===== src/rtl/vend_dispenser.sv =====
// -----------------------------------------------------------------------------
// vend_dispenser
//
// Controls one vending transaction: it drives a product-slot motor until the
// drop sensor confirms the item, then ejects change one coin at a time. Each
// coin must be confirmed by the exit sensor before the next one is ejected.
// If a sensor does not respond within TIMEOUT cycles, the block stops in a
// sticky FAULT state and stays there until `clear` is asserted.
//
// Optional feature (compile-time macro VEND_DISPENSE_COUNT_EN):
//   defined   : vend_count counts successful jobs and wraps from 255 to 0.
//   undefined : vend_count is tied to 0 and no counter logic is built.
//
// Ports
//   clk          in   sole clock, rising edge
//   reset        in   asynchronous active-low reset
//   load         in   one-cycle job strobe (pro/change valid with it)
//   pro[1:0]     in   product code: 0 none, 1..3 slot 1..3
//   change[2:0]  in   coins to return, 0..7
//   prod_sense   in   product-drop sensor
//   coin_sense   in   coin-exit sensor
//   clear        in   synchronous fault clear, active-high
//   busy         out  high whenever the FSM is not idle
//   prod_motor   out  one-hot slot motor drive while vending
//   coin_pulse   out  one-cycle eject command to the hopper
//   done         out  one-cycle pulse on successful completion
//   fault        out  high while in FAULT
//   vend_count   out  successful-job counter (see macro above)
//   dbg_state_o  out  current FSM state (debug)
//   dbg_remain_o out  coins still owed for the current/last job (debug)
//
// Handshake: load is a fire-and-forget strobe with no ready signal. It is
// accepted only in a cycle where busy=0; while busy=1 it is ignored and the
// latched job is left untouched.
// -----------------------------------------------------------------------------
module vend_dispenser #(
  parameter int unsigned TIMEOUT = 16
) (
  input  logic       clk,
  input  logic       reset,
  input  logic       load,
  input  logic [1:0] pro,
  input  logic [2:0] change,
  input  logic       prod_sense,
  input  logic       coin_sense,
  input  logic       clear,
  output logic       busy,
  output logic [2:0] prod_motor,
  output logic       coin_pulse,
  output logic       done,
  output logic       fault,
  output logic [7:0] vend_count,
  output logic [2:0] dbg_state_o,
  output logic [2:0] dbg_remain_o
);

  localparam logic [2:0] S_IDLE      = 3'd0;
  localparam logic [2:0] S_VEND      = 3'd1;
  localparam logic [2:0] S_CHG_PULSE = 3'd2;
  localparam logic [2:0] S_CHG_WAIT  = 3'd3;
  localparam logic [2:0] S_DONE      = 3'd4;
  localparam logic [2:0] S_FAULT     = 3'd5;

  // Last count value that may still wait; the waiting state therefore lasts
  // exactly TIMEOUT cycles when the sensor never answers.
  localparam logic [7:0] TMO_LAST = 8'(TIMEOUT - 1);

  logic [2:0] state_q, state_d;
  logic [1:0] slot_q, slot_d;
  logic [2:0] remain_q, remain_d;
  logic [7:0] tmo_q, tmo_d;

  always_comb begin
    state_d  = state_q;
    slot_d   = slot_q;
    remain_d = remain_q;
    // Counter clears on every state change; only the waiting states advance it.
    tmo_d    = 8'd0;
    case (state_q)
      S_IDLE: begin
        if (load) begin
          slot_d   = pro;
          remain_d = change;
          if (pro != 2'd0)         state_d = S_VEND;
          else if (change != 3'd0) state_d = S_CHG_PULSE;
          else                     state_d = S_DONE;
        end
      end
      S_VEND: begin
        if (prod_sense) begin
          state_d = (remain_q != 3'd0) ? S_CHG_PULSE : S_DONE;
        end else if (tmo_q == TMO_LAST) begin
          state_d = S_FAULT;
        end else begin
          tmo_d = tmo_q + 8'd1;
        end
      end
      S_CHG_PULSE: begin
        // coin_sense is deliberately not looked at in this cycle.
        state_d = S_CHG_WAIT;
      end
      S_CHG_WAIT: begin
        if (coin_sense) begin
          remain_d = remain_q - 3'd1;
          state_d  = (remain_q != 3'd1) ? S_CHG_PULSE : S_DONE;
        end else if (tmo_q == TMO_LAST) begin
          // remain_q keeps the unpaid coin count for inspection.
          state_d = S_FAULT;
        end else begin
          tmo_d = tmo_q + 8'd1;
        end
      end
      S_DONE: begin
        state_d = S_IDLE;
      end
      S_FAULT: begin
        if (clear) state_d = S_IDLE;
      end
      default: begin
        state_d = S_IDLE;
      end
    endcase
  end

  always_ff @(posedge clk or negedge reset) begin
    if (!reset) begin
      state_q  <= S_IDLE;
      slot_q   <= 2'd0;
      remain_q <= 3'd0;
      tmo_q    <= 8'd0;
    end else begin
      state_q  <= state_d;
      slot_q   <= slot_d;
      remain_q <= remain_d;
      tmo_q    <= tmo_d;
    end
  end

  // All outputs decode directly from registered state, so an asynchronous
  // reset drives them to their idle values at once.
  always_comb begin
    prod_motor = 3'b000;
    if (state_q == S_VEND) begin
      case (slot_q)
        2'd1:    prod_motor = 3'b001;
        2'd2:    prod_motor = 3'b010;
        2'd3:    prod_motor = 3'b100;
        default: prod_motor = 3'b000;
      endcase
    end
  end

  assign busy         = (state_q != S_IDLE);
  assign coin_pulse   = (state_q == S_CHG_PULSE);
  assign done         = (state_q == S_DONE);
  assign fault        = (state_q == S_FAULT);
  assign dbg_state_o  = state_q;
  assign dbg_remain_o = remain_q;

`ifdef VEND_DISPENSE_COUNT_EN
  logic [7:0] count_q;

  always_ff @(posedge clk or negedge reset) begin
    if (!reset) begin
      count_q <= 8'd0;
    end else if (state_q == S_DONE) begin
      count_q <= count_q + 8'd1;
    end
  end

  assign vend_count = count_q;
`else
  assign vend_count = 8'd0;
`endif

endmodule

===== config.mk =====
export PLATFORM = sky130hd
export DESIGN_NAME = vend_dispenser
export DESIGN_NICKNAME = d
export VERILOG_FILES = /design/src/rtl/vend_dispenser.sv
export SDC_FILE = /design/constraint.sdc
export NUM_CORES = 1
export LEC_CHECK = 0
export CAP_MARGIN = 20
export CORE_MARGIN = 2
export CORE_UTILIZATION = 55
export DETAILED_ROUTE_END_ITERATION = 10
export DONT_BUFFER_PORTS = 1
export PLACE_DENSITY = 0.73
export SETUP_SLACK_MARGIN = 0.2
export SKIP_CTS_REPAIR_TIMING = 1
export SLEW_MARGIN = 20
export SYNTH_ARGS = -nofsm -noshare
export SYNTH_HDL_FRONTEND = slang
export SYNTH_SLANG_ARGS = --single-unit

===== constraint.sdc =====
create_clock -name clk -period 1.52 [get_ports clk]
set_input_delay 0.152 -clock clk [delete_from_list [all_inputs] [get_ports clk]]
set_output_delay 0.152 -clock clk [all_outputs]
set_load 0.02 [all_outputs]

==> flow_summary.ini, run 1 <==
[clocking]
cts_tree = built
path_clk_slew_ps = 100
cts_buffers = 3
cts.sinks = 16
cts_root_buffer = clkbuf_4
clockBufferDepth = 2
htreeDepth = 1
clkLatencyLatePin_ps = 290

[worst_setup_path]
cp.arrival_ps = 1830
worstSetupStartpoint = dbg_state_o[0]$_DFFE_PN0P_
crit_required_ps = 1710
timing.rr.start = dbg_state_o[0]$_DFFE_PN0P_
path_class = register to register
start_kind = register
crit_fanout = 2
r2r_cells = 4
cp-end-kind = register

[sta]
finalCritPeriodShare_pct = 108
clock.fmax_mhz = 610
period_needed_ps = 1640
setup_slack_ps = -120
hold_violations = 0
tightest_slew_ps = 720
rsz0062_at_grt = yes
slew-limit-headroom_pct = 51.9
clock_skew_ps = 0.921
drv_slew = 0
setup_viol = 8
finalSetupTns_ps = -540

[outcome]
outcome = finished, violations left
violations = negative setup slack

[finish]
n_fill_cell = 120
final_nets = 151
n_antenna_cell = 0
areaGrowthSynthToFinish_pct = 29.8
multi_input_area_um2 = 669
drive_gt1_share_pct = 34.8
seqCellArea_um2 = 405
final_cells = 160

[logic_synthesis]
synth_xor_area_share_pct = 4.99
synth_cell_type_count = 38
muxShareOfSynthArea_pct = 5.23
netlist_area_um2 = 1050
synth-simple-area-share_pct = 27.7
synth_common_cells = 16 x dfrtp_1, 14 x nor2_1, 9 x buf_4, 9 x nand2_1, 5 x inv_1
synthAdderAreaFrac_pct = 4.75
synthCells = 113
synth.most_common_cell = dfrtp_1
ys_seq_area_share_pct = 38.0
synthFlopType = dfrtp_1
yosys.area.top_type = dfrtp_1
synth_top_family_by_area = simple AND/OR/NAND/NOR gates
ys_seq_elements = 16
ys_async_sr_fraction_pct = 100
synth_compound_area_share_pct = 9.86
yosysWarnings = 0
synth_top_area_share_pct = 38.0
synth_edf_count = 0
synth_area_leaders = dfrtp_1 38%, buf_4 6.4%, nor2_1 5.0%
avgSynthCellArea_um2 = 9.32

[routing]
ant_nets = 0
num_vias = 907
routed_wl_mm = 2.58
drtIter0Drc = 27
wl_per_cell_um = 16.1
drc = 0
vias_per_cell = 5.67
firstDrtPassIters = 4

[grt]
grt_pass1_wl_mm = 3.29
antenna_found_initial = 0
grt_pass1_vias = 758
grt_overflow = 0
grt_use_total_pct = 21.3
grt_max_degree = 17

[place]
placed_cells = 148
gp_congestion = 0.871
numPortBuffers = 0
hpwl_mm = 1.66

[flow_run]
max-cap-violations = 0

[die]
start_util_pct = 59.7
rows = 15
pin_count = 32
core_area_um2 = 1760
die_h_um = 47.8
chipWidth_um = 47.8
die_area_um2 = 2280

[worst_hold_path]
min-delay-start = prod_sense
holdPathStages = 2
hold_class = input pin to register

[pwr]
p_leak_uw = 0.000609
power-per-cell-area_nw_per_um2 = 1810
vdd_drop_max_mv = 1.41
[registers in the layout (all words and copies together) (netlist names)]
signal,cells
dbg_remain_o,3
dbg_state_o,3
slot_q,2
tmo_q,8
[kinds of logic (layout without fill, tap and decap cells)]
family,after synthesis,count (layout)
buffers and inverters,16,31
flip-flops,16,16
XOR/XNOR,6,6
adder cells (fa/ha/maj),4,4
AND/OR/NAND/NOR,51,51
multiplexers,5,5
other,1,8
AO/OA/AOI/OAI,14,14
[report_power, final]
part	internal (uW)	switching (uW)	total, uW
Sequential	554	123	677
Combinational	705	799	1500
Clock	146	144	290
[cell usage in the layout (no fill, tap or decap), types with 2 or more instances in the layout]
cell type       n
buf_4          14
ha_1            4
o22ai_1         2
inv_1           4
nor3b_2         3
dfrtp_1        12
dlygate4sd3_1   5
buf_12          2
nand3_1         4
mux2_2          3
nor2_4          2
nand2_1         8
o21ai_1         2
nor2_1         12
o21ai_0         2
nor3_1          4
conb_1          8
xnor2_1         4
nand2b_1        2
nand3b_1        2
dfrtp_2         4
xor2_1          2
clkbuf_4        3
nand4b_1        2
[final cells by class]
class                      count  share of cell area, %
clock buffer                   4                   2.65
inverter                       5                   1.37
sequential                    16                   29.6
tap                           25                   2.29
timing repair buffer          22                   15.1
multi-input combinational     88                   48.9
[worst paths after layout]
check	end	slack [ps]
max in group asynchronous	dbg_state_o[0]$_DFFE_PN0P_	680
min	dbg_state_o[1]$_DFFE_PN0P_	30
min reg2reg	tmo_q[0]$_DFF_PN0_	470
max	dbg_remain_o[0]$_DFFE_PN0P_	-120
min in group asynchronous	dbg_remain_o[2]$_DFFE_PN0P_	350
max reg2reg	dbg_remain_o[0]$_DFFE_PN0P_	-120
[worst max-delay path, stage by stage, from the launching register on]
cell and delay (ps):
dfrtp_2 450, or3b_4 420, a21oi_4 180, mux2_4 310
a31o_1 180
[stage by stage]
step | total power, uW | cell area (um2) | setup slack, ps | hold WS, ps | utilization [%]
after floorplan | 1540 | 1110 | -135 | -144 | -
after global placement | 1840 | 1170 | -14.4 | -143 | 66.2
after detailed placement | 1890 | 1170 | -32.1 | -143 | 66.2
after CTS | 2180 | 1200 | -167 | -470 | 68.3
after global routing | 2610 | 1370 | -169 | 21.7 | 77.5
final | 2470 | 1370 | -120 | 29.1 | 77.5
[routing by layer]
| layer | wire (um) | global-route usage [%] | vias up |
|---|---|---|---|
| li1 | - | - | 423 |
| met1 | 1100 | 27.9 | 436 |
| met2 | 1280 | 32.8 | 41 |
| met3 | 155 | 5.66 | 7 |
| met4 | 38 | 9.73 | 0 |
| met5 | 0 | 0 | - |
Note: power is estimated with default switching activity, not from simulation.
==> run 2, diff against run 1 <==
CORE_MARGIN = default   (was 2)
GPL_ROUTABILITY_DRIVEN = 0   (was default)
==> run 2 against run 1 <==
  * Via count shrank 5.1%
  * Critical path type unchanged
  * Global-route usage rose by 1.3 points
  * Clock skew is 5.4 ps higher
  * Largest cell class unchanged
  * Cell count decreased by 1.9%
  * Clock-buffer cell count stayed put
  * First-iteration DRC count shrank 15%
  * Die area decreased by 8.2%
  * Sequential power shrank 1%
  * Flip-flop and latch count is the same
  * The flow still finishes with violations (negative setup slack)
  * Worst hold slack got worse by 21 ps
==> flow_summary.ini, run 2 (same netlist as run 1, synthesis figures left out) <==
[die]
start_util_pct = 59.7
chipWidth_um = 45.8
pin_count = 32
die_area_um2 = 2090
die_h_um = 45.8
rows = 15
core_area_um2 = 1760

[clocking]
htreeDepth = 1
cts_root_buffer = clkbuf_4
cts_tree = built
clkLatencyLatePin_ps = 280
cts_buffers = 3
cts.sinks = 16
clockBufferDepth = 2
path_clk_slew_ps = 100

[sta]
setup_viol = 7
drv_slew = 0
clock_skew_ps = 6.28
clock.fmax_mhz = 624
finalCritPeriodShare_pct = 105
finalSetupTns_ps = -435
setup_slack_ps = -83.4
period_needed_ps = 1600
rsz0062_at_grt = yes
tightest_slew_ps = 781
slew-limit-headroom_pct = 47.8
hold_violations = 0

[finish]
final_common_cell = buf_4
regMostFlops = tmo_q
layout_common_cells = 14 x buf_4, 11 x dfrtp_1, 9 x nor2_1
final_nets = 148
largest_reg_flops = 8
areaGrowthSynthToFinish_pct = 28.3
utilization_pct = 76.6
finish.instance_area_um2 = 1350
final_cells = 157
n_antenna_cell = 0
drive_gt1_share_pct = 40.2

[worst_setup_path]
crit_fanout = 2
crit_chain = or3b_4 > a21oi_4 > mux2_4 > a31o_1
critPathSlowestCell = dfrtp_2
start_kind = register
path_class = register to register
cp.arrival_ps = 1790
crit_required_ps = 1700
slowest_delay_ps = 430
cp-end-kind = register

[routing]
num_vias = 861
drc = 0
wl_per_cell_um = 15.1
routed_wl_mm = 2.37
vias_per_cell = 5.48
ant_nets = 0
drtIter0Drc = 23
firstDrtPassIters = 4

[grt]
grt_pass1_vias = 793
grt_use_total_pct = 22.6
antenna_found_initial = 0
grt_pass1_wl_mm = 3.38
grt_overflow = 0
grt_max_degree = 17

[worst_hold_path]
hold_class = input pin to register

[flow_run]
max-cap-violations = 0

[place]
dpl_cell_area_um2 = 1160
hpwl_mm = 1.64
placed_cells = 147
numPortBuffers = 0

[pwr]
vdd_drop_max_mv = 1.43
power_uw = 2480
power-per-cell-area_nw_per_um2 = 1830
p_leak_uw = 0.000592

[outcome]
outcome = finished, violations left
violations = negative setup slack
==> run 2: changes by cell type in the layout (fill, tap and decap cells not counted), sizes merged <==
cell / previous run / this run
dlygate4sd3: 5 / 2
==> run 2: layer usage <==
layer  wire length [um]  up-vias  GRT usage [%]
li1                   -      417              -
met1               1060      416           30.7
met2               1180       24           35.4
met3                103        4           3.57
met4                 29        0           10.0
met5                  0        -              0
==> run 2: critical path, delay by kind of cell, from the launching register on <==
family	cells	cell delay, ps
AOI/OAI and AO/OA	2	360
DFF	1	430
muxes	1	310
and+or+nand+nor	1	410
==> run 2: final cells by class <==
class	instances	area, um2
fill	121	413
clock buffer	4	36.3
timing repair buffer	19	168
sequential	16	407
inverter	5	18.8
tap	25	31.3
multi-input combinational	88	691
==> run 2: report_power, final <==
group / switching, uW / internal [uW] / total, uW
Sequential: 116 / 554 / 670
Clock: 137 / 146 / 282
Combinational: 811 / 714 / 1520
Total: 1060 / 1410 / 2480
==> run 2: worst paths after layout <==
path | slack, ps | from | to | depth (start not counted)
hold reg to reg | 550 | tmo_q[0]$_DFF_PN0_ | tmo_q[0]$_DFF_PN0_ | 2
min in group asynchronous | 380 | reset | dbg_remain_o[2]$_DFFE_PN0P_ | 1
max in group asynchronous | 600 | reset | dbg_state_o[2]$_DFFE_PN0P_ | 1
setup reg to reg | -80 | dbg_state_o[0]$_DFFE_PN0P_ | dbg_remain_o[0]$_DFFE_PN0P_ | 4
setup / recovery | -80 | dbg_state_o[0]$_DFFE_PN0P_ | dbg_remain_o[0]$_DFFE_PN0P_ | 4
hold / removal | 9 | change[0] | dbg_remain_o[0]$_DFFE_PN0P_ | 1
==> run 2: metrics by stage <==
| stage | hold WS [ps] | setup WS, ps |
|---|---|---|
| 3_5_place_dp | -143 | -50.7 |
| 2_1_floorplan | -144 | -135 |
| 4_1_cts | -459 | -185 |
| 3_3_place_gp | -143 | -18.1 |
| 6_report | 8.60 | -83.4 |
| 5_1_grt | 4.27 | -122 |
